File: src/rtl/pwm_ramp_ctrl_if.sv
// rtl/pwm_ramp_ctrl_if.sv - ramp command handshake between the register layer and pwm_ramp_ctrl
interface pwm_ramp_ctrl_if #(
    parameter int BITS     = 16,
    parameter int PRE_BITS = 8
);
    logic                cmd_valid;
    logic                cmd_ready;
    logic [BITS-1:0]     cmd_target;
    logic [BITS-1:0]     cmd_step;
    logic [PRE_BITS-1:0] cmd_pre;

    modport master (
        output cmd_valid,
        output cmd_target,
        output cmd_step,
        output cmd_pre,
        input  cmd_ready
    );

    modport slave (
        input  cmd_valid,
        input  cmd_target,
        input  cmd_step,
        input  cmd_pre,
        output cmd_ready
    );
endinterface

File: src/rtl/pwm_ramp_ctrl.sv
// rtl/pwm_ramp_ctrl.sv - ramps a pwm duty_cycle to a target in clamped steps at a prescaled tick rate
// Optional abort input enabled by defining PWM_RAMP_ABORT_EN.
module pwm_ramp_ctrl #(
    parameter int BITS     = 16,
    parameter int PRE_BITS = 8
) (
    input  logic            clk,
    input  logic            reset_n,
    pwm_ramp_ctrl_if.slave  cmd,
    output logic [BITS-1:0] duty_cycle,
    output logic            busy,
    output logic            done
`ifdef PWM_RAMP_ABORT_EN
    ,
    input  logic            abort
`endif
);

    typedef enum logic {
        IDLE = 1'b0,
        RAMP = 1'b1
    } state_t;

    state_t              state;
    state_t              state_nxt;
    logic [BITS-1:0]     target_q;
    logic [BITS-1:0]     step_q;
    logic [PRE_BITS-1:0] pre_q;
    logic [PRE_BITS-1:0] tick_cnt;
    logic                dir_up;

    logic                accept;
    logic                abort_in;
    logic                step_en;
    logic [BITS:0]       up_sum;
    logic [BITS-1:0]     down_gap;
    logic [BITS-1:0]     duty_nxt;

`ifdef PWM_RAMP_ABORT_EN
    assign abort_in = abort;
`else
    assign abort_in = 1'b0;
`endif

    assign cmd.cmd_ready = (state == IDLE);
    assign busy          = (state == RAMP);

    always_comb begin
        state_nxt = state;
        accept    = (state == IDLE) && cmd.cmd_valid;
        step_en   = 1'b0;
        up_sum    = {1'b0, duty_cycle} + {1'b0, step_q};
        down_gap  = duty_cycle - target_q;
        duty_nxt  = duty_cycle;
        // The extra sum bit keeps a step near full scale from wrapping before the clamp.
        if (dir_up) begin
            duty_nxt = (up_sum >= {1'b0, target_q}) ? target_q : up_sum[BITS-1:0];
        end else begin
            duty_nxt = (down_gap <= step_q) ? target_q : (duty_cycle - step_q);
        end
        case (state)
            IDLE: begin
                if (accept && (cmd.cmd_target != duty_cycle)) begin
                    state_nxt = RAMP;
                end
            end
            RAMP: begin
                if (abort_in) begin
                    state_nxt = IDLE;
                end else if (tick_cnt == '0) begin
                    step_en = 1'b1;
                    if (duty_nxt == target_q) begin
                        state_nxt = IDLE;
                    end
                end
            end
            default: state_nxt = IDLE;
        endcase
    end

    always_ff @(posedge clk or negedge reset_n) begin
        if (!reset_n) begin
            state <= IDLE;
        end else begin
            state <= state_nxt;
        end
    end

    always_ff @(posedge clk or negedge reset_n) begin
        if (!reset_n) begin
            duty_cycle <= '0;
            done       <= 1'b0;
            target_q   <= '0;
            step_q     <= '0;
            pre_q      <= '0;
            tick_cnt   <= '0;
            dir_up     <= 1'b0;
        end else begin
            done <= 1'b0;
            if (accept) begin
                target_q <= cmd.cmd_target;
                step_q   <= (cmd.cmd_step == '0) ? {{(BITS-1){1'b0}}, 1'b1} : cmd.cmd_step;
                pre_q    <= cmd.cmd_pre;
                tick_cnt <= cmd.cmd_pre;
                dir_up   <= (cmd.cmd_target > duty_cycle);
                if (cmd.cmd_target == duty_cycle) begin
                    done <= 1'b1;
                end
            end else if ((state == RAMP) && !abort_in) begin
                if (step_en) begin
                    tick_cnt   <= pre_q;
                    duty_cycle <= duty_nxt;
                    if (duty_nxt == target_q) begin
                        done <= 1'b1;
                    end
                end else begin
                    tick_cnt <= tick_cnt - 1'b1;
                end
            end
        end
    end

endmodule

File: src/flat_wrapper.sv
// flat-port wrapper written by rule: the top's interface ports become plain ports
module pwm_ramp_ctrl_flat 
#(
    parameter int BITS     = 16,
    parameter int PRE_BITS = 8
)
  (clk, reset_n, duty_cycle, busy, done, cmd_cmd_valid, cmd_cmd_target, cmd_cmd_step, cmd_cmd_pre, cmd_cmd_ready);
  pwm_ramp_ctrl_if #(.BITS(BITS), .PRE_BITS(PRE_BITS)) cmd_i ();
  input  logic clk;
  input  logic reset_n;
  output logic [BITS-1:0] duty_cycle;
  output logic busy;
  output logic done;
  input wire logic [$bits(cmd_i.cmd_valid)-1:0] cmd_cmd_valid;
  input wire logic [$bits(cmd_i.cmd_target)-1:0] cmd_cmd_target;
  input wire logic [$bits(cmd_i.cmd_step)-1:0] cmd_cmd_step;
  input wire logic [$bits(cmd_i.cmd_pre)-1:0] cmd_cmd_pre;
  output wire logic [$bits(cmd_i.cmd_ready)-1:0] cmd_cmd_ready;
  assign cmd_i.cmd_valid = cmd_cmd_valid;
  assign cmd_i.cmd_target = cmd_cmd_target;
  assign cmd_i.cmd_step = cmd_cmd_step;
  assign cmd_i.cmd_pre = cmd_cmd_pre;
  assign cmd_cmd_ready = cmd_i.cmd_ready;
  pwm_ramp_ctrl #(.BITS(BITS), .PRE_BITS(PRE_BITS)) u_core (.clk(clk), .reset_n(reset_n), .cmd(cmd_i), .duty_cycle(duty_cycle), .busy(busy), .done(done));
endmodule
File: config.mk
export PLATFORM = sky130hd
export DESIGN_NAME = pwm_ramp_ctrl_flat
export DESIGN_NICKNAME = d
export VERILOG_FILES = /design/src/rtl/pwm_ramp_ctrl_if.sv /design/src/rtl/pwm_ramp_ctrl.sv /design/src/flat_wrapper.sv
export SDC_FILE = /design/constraint.sdc
export NUM_CORES = 1
export LEC_CHECK = 0
export BUFFER_PORTS_ARGS = -buffer_cell sky130_fd_sc_hd__buf_2
export CORE_UTILIZATION = 25
export CTS_CLUSTER_DIAMETER = 30
export CTS_CLUSTER_SIZE = 30
export DETAILED_ROUTE_END_ITERATION = 12
export SYNTH_ARGS = -nofsm -noshare
export SYNTH_HDL_FRONTEND = slang
export SYNTH_SLANG_ARGS = --single-unit
File: constraint.sdc
create_clock -name clk -period 5.7 [get_ports clk]
set_clock_uncertainty 0.15 [all_clocks]
set_input_delay 0.285 -clock clk [delete_from_list [all_inputs] [get_ports clk]]
set_output_delay 0.285 -clock clk [all_outputs]
set_load 0.005 [all_outputs]
==> metrics.md <==
| Metric | Value |
|---|---|
| Status | `finished, violations left` |
| Failing checks | `negative hold slack` |
| Initial antenna violation count | `0` |
| H-tree depth | `3` |
| Number of flops mapped to enable cells by yosys | `0` |
| Pre-antenna DRT Iters | `5` |
| Largest net degree at the start of global routing | `68` |
| CTS Sinks | `67` |
| CP Launch Type | `flip-flop` |
| Fin. Hold Viols | `4` |
| Chip Height | `171 um` |
| Worst Tran Pin Value | `1140 ps` |
| Drt total wl | `23.4 mm` |
| Worst Path Max Fanout | `13` |
| Max_cap viols | `0` |
| Mux share of post-synthesis cell area | `0.0356` |
| Vias in the first global route | `6,553` |
| Synth top area cells | `dfrtp_1, ha_1, xnor2_1` |
| DP HPWL | `18.7 mm` |
| Die width | `171 um` |
| Site Rows | `61` |
| Clk buf depth | `2` |
| Post-route core utilization | `0.294` |
| Yosys reg bits | `67` |
| CP required | `5720 ps` |
| CTS tree | `yes` |
| Area leader, netlist | `dfrtp_1` |
| Global-route wire length before repair | `36.9 mm` |
| Die area | `29,200 sq um` |
| Cells after synthesis | `868` |
| PwrDens | `189 nW/um^2` |
| 1st-iter DRT viols | `533` |
| Worst-path clk slew | `70 ps` |
| Antenna diodes | `0` |
| Post-Place Worst Slack | `250 ps` |
| Worst VDD drop | `0.144 mV` |
| Skew-Pair Late Insertion Delay | `350 ps` |
| RSZ-0062 raised after global routing | `no` |
| Final setup violation count | `0` |
| # nets final | `1,061` |
| R2R Path End | `u_core.duty_cycle[7]` |
| Relative slew margins | `0.240` |
| HP Class | `input port to asynchronous set/reset pin` |
| Async SR Flop Fraction | `1.00` |
| I/O pins | `62` |
| Worst R2R Start | `u_core.duty_cycle[0]` |
| Sequential fraction of the synthesis area | `0.235` |
| Final worst slack | `374 ps` |
| Effective utilization at floorplan | `0.255` |
| Crit path DAT | `5350 ps` |
| Simple-gate share of the synthesized area | `0.172` |
| Area growth syn-to-layout | `15.3%` |
| Final hold slack | `-3.60 ps` |
| Clock root buffer | `clkbuf_16` |
| Min Tclk post-route | `5330 ps` |
| Critical Path Sink Type | `flip-flop` |
| Yosys warnings | `0` |
| Core area | `27,900 sq um` |
| Global route overflow | `0` |
| Synth Area in XOR/XNOR | `0.0801` |
| Final period util | `0.934` |
| Via count | `6,692` |
| Global placement routability congestion | `0.926` |
| Compound-Gate Fraction of Synth Area | `0.235` |
| Mean Syn Cell Area | `8.21 sq um` |
| Layout cell share with drive strength beyond 1 | `0.129` |
| Leakage | `0.00370 uW` |
| Crit path from | `u_core.duty_cycle[0]` |
| Post-synth top area share | `0.235` |
| Drt drc | `0` |
| Synth Area in Adders | `0.175` |
| FMAX | `188 MHz` |
| Worst Reg-to-Reg Cells | `23` |
| WL per Instance | `18.0 um` |
| Final Max Tran Viols | `0` |
| Main synth FF type | `dfrtp_1` |
| Syn Std Cell Area | `7130 sq um` |
| Fillers | `3,040` |
| Post-Syn Nets | `1,009` |
| Synth cell types | `76` |
| Vias per std cell | `5.14` |
| DRT antenna net count | `0` |
| GRT Overall Usage | `0.166` |
| Setup CP Type | `flip-flop to flip-flop` |
| Placed cell area | `7830 sq um` |
| Setup TNS Final | `0 ps` |
| Cell area after layout | `8210 sq um` |
| Worst reg2reg setup slack | `370 ps` |
| CTS Buf Count | `9` |
| # port buffers | `61` |
| Largest family of logic cells by synthesized area | `compound AO/OA/AOI/OAI gates` |
-- layout make-up --
cell class	count	area [sq um]	area share
clock inverter	6	113	0.0137
tap	378	473	0.0576
sequential	67	1680	0.204
multi-input combinational	690	5000	0.609
inverter	75	282	0.0343
clock buffer	10	239	0.0291
timing repair buffer	77	428	0.0521
-- worst max-delay path: stages, from the launching register on --
cell	delay (ps)
dfrtp_1	440
inv_1	90
ha_1	240
fa_1	430
nor2b_1	150
o21ai_0	130
a21boi_1	230
o21ai_0	150
a21boi_0	290
o21ai_1	140
a21oi_1	280
o41ai_2	150
nand4_1	100
o311ai_0	160
ha_1	340
and4_1	190
and2_1	160
o211ai_1	100
a32oi_1	220
buf_4	240
and2_1	330
nor2_1	130
a21oi_1	200
a22oi_1	120
-- cells in the mapped netlist (3+ instances only) --
cell type	n
nand2_1	83
a21boi_0	4
nand4_1	13
a22o_1	5
nor2b_1	14
o22a_1	3
dfrtp_1	67
o21bai_1	3
a22oi_1	3
o21a_1	13
xor2_1	8
nor4_1	9
and4_1	3
o211ai_1	13
a2111oi_0	6
a211oi_1	12
o221ai_1	9
inv_1	74
or4_1	6
mux2i_1	13
nor2_1	57
nand2b_1	10
xnor2_1	50
o21ai_0	81
and2_1	3
o31ai_1	4
a21oi_1	40
clkbuf_1	24
mux2_2	11
fa_1	3
ha_1	95
buf_6	6
or3_1	8
o22ai_1	4
nor3_1	25
a21o_1	16
buf_1	3
nand3_1	12
o311ai_0	4
and3_1	4
-- registers in the layout (all words and copies together), names as in the netlist --
name,count
u_core.pre_q,8
u_core.step_q,16
u_core.busy,1
u_core.tick_cnt,8
u_core.dir_up,1
u_core.target_q,16
u_core.done,1
u_core.duty_cycle,16
-- timing repair --
| item | in CTS | in global routing |
|---|---|---|
| resized for setup | 0 | 6 |
| hold buffers | 1 | 0 |
| setup buffers | 0 | 1 |
| setup endpoints to repair | 0 | 13 |
| hold endpoints to repair | 1 | 0 |
-- power breakdown --
part	internal [uW]	leakage (uW)	switching (uW)	total, uW
Clock	441	0.000173	244	685
Combinational	145	0.00272	209	354
Sequential	493	0.000805	21.7	515
-- metrics by stage --
step                hold WS [ps]  instances  power [uW]
floorplan                   -161        868         757
global placement             341       1285         870
detailed placement           348       1285         871
CTS                         4.05       1302        1560
global route                22.9       1303        1620
finish                     -3.60       1303        1550
-- cells by family (layout without fill, tap and decap cells) --
group,count (synthesis),count (layout)
simple gates,255,255
compound gates,252,252
buf+inv,111,168
fa+ha+maj,98,98
flops,67,67
xor+xnor,61,61
mux,24,24
-- how the worst max path moves through the flow --
| stage | endpoint | slack (ps) | cells past startpoint |
|---|---|---|---|
| floorplan | u_core.duty_cycle[14] | 1070 | 21 |
| global placement | u_core.duty_cycle[0] | 370 | 23 |
| detailed placement | u_core.duty_cycle[0] | 250 | 23 |
| CTS | u_core.duty_cycle[0] | 180 | 23 |
| global route | u_core.duty_cycle[8] | 50 | 23 |
| finish | u_core.duty_cycle[7] | 370 | 23 |
-- per-layer routing --
metal | GRT usage | share of wire | wire [um]
met1 | 0.218 | 0.44 | 10400
met4 | 0.0718 | 0.034 | 789
met2 | 0.270 | 0.47 | 10900
met5 | 0 | 0 | 0
met3 | 0.0254 | 0.056 | 1310
-- cells in the final DEF, fill, tap and decap left out, types with 9 or more instances in the layout --
| cell type | n |
|---|---|
| nand2_1 | 82 |
| o211ai_1 | 13 |
| a211oi_1 | 12 |
| nor2b_1 | 13 |
| a21oi_1 | 40 |
| buf_2 | 61 |
| ha_1 | 95 |
| buf_4 | 15 |
| o21a_1 | 13 |
| nor2_1 | 57 |
| o21ai_0 | 80 |
| nor3_1 | 25 |
| a21o_1 | 16 |
| nand2b_1 | 10 |
| dfrtp_1 | 66 |
| nor4_1 | 9 |
| o221ai_1 | 9 |
| clkbuf_16 | 9 |
| nand4_1 | 13 |
| xnor2_1 | 50 |
| mux2_2 | 11 |
| mux2i_1 | 13 |
| nand3_1 | 12 |
| inv_1 | 74 |
Note: power is estimated with default switching activity, not from simulation.
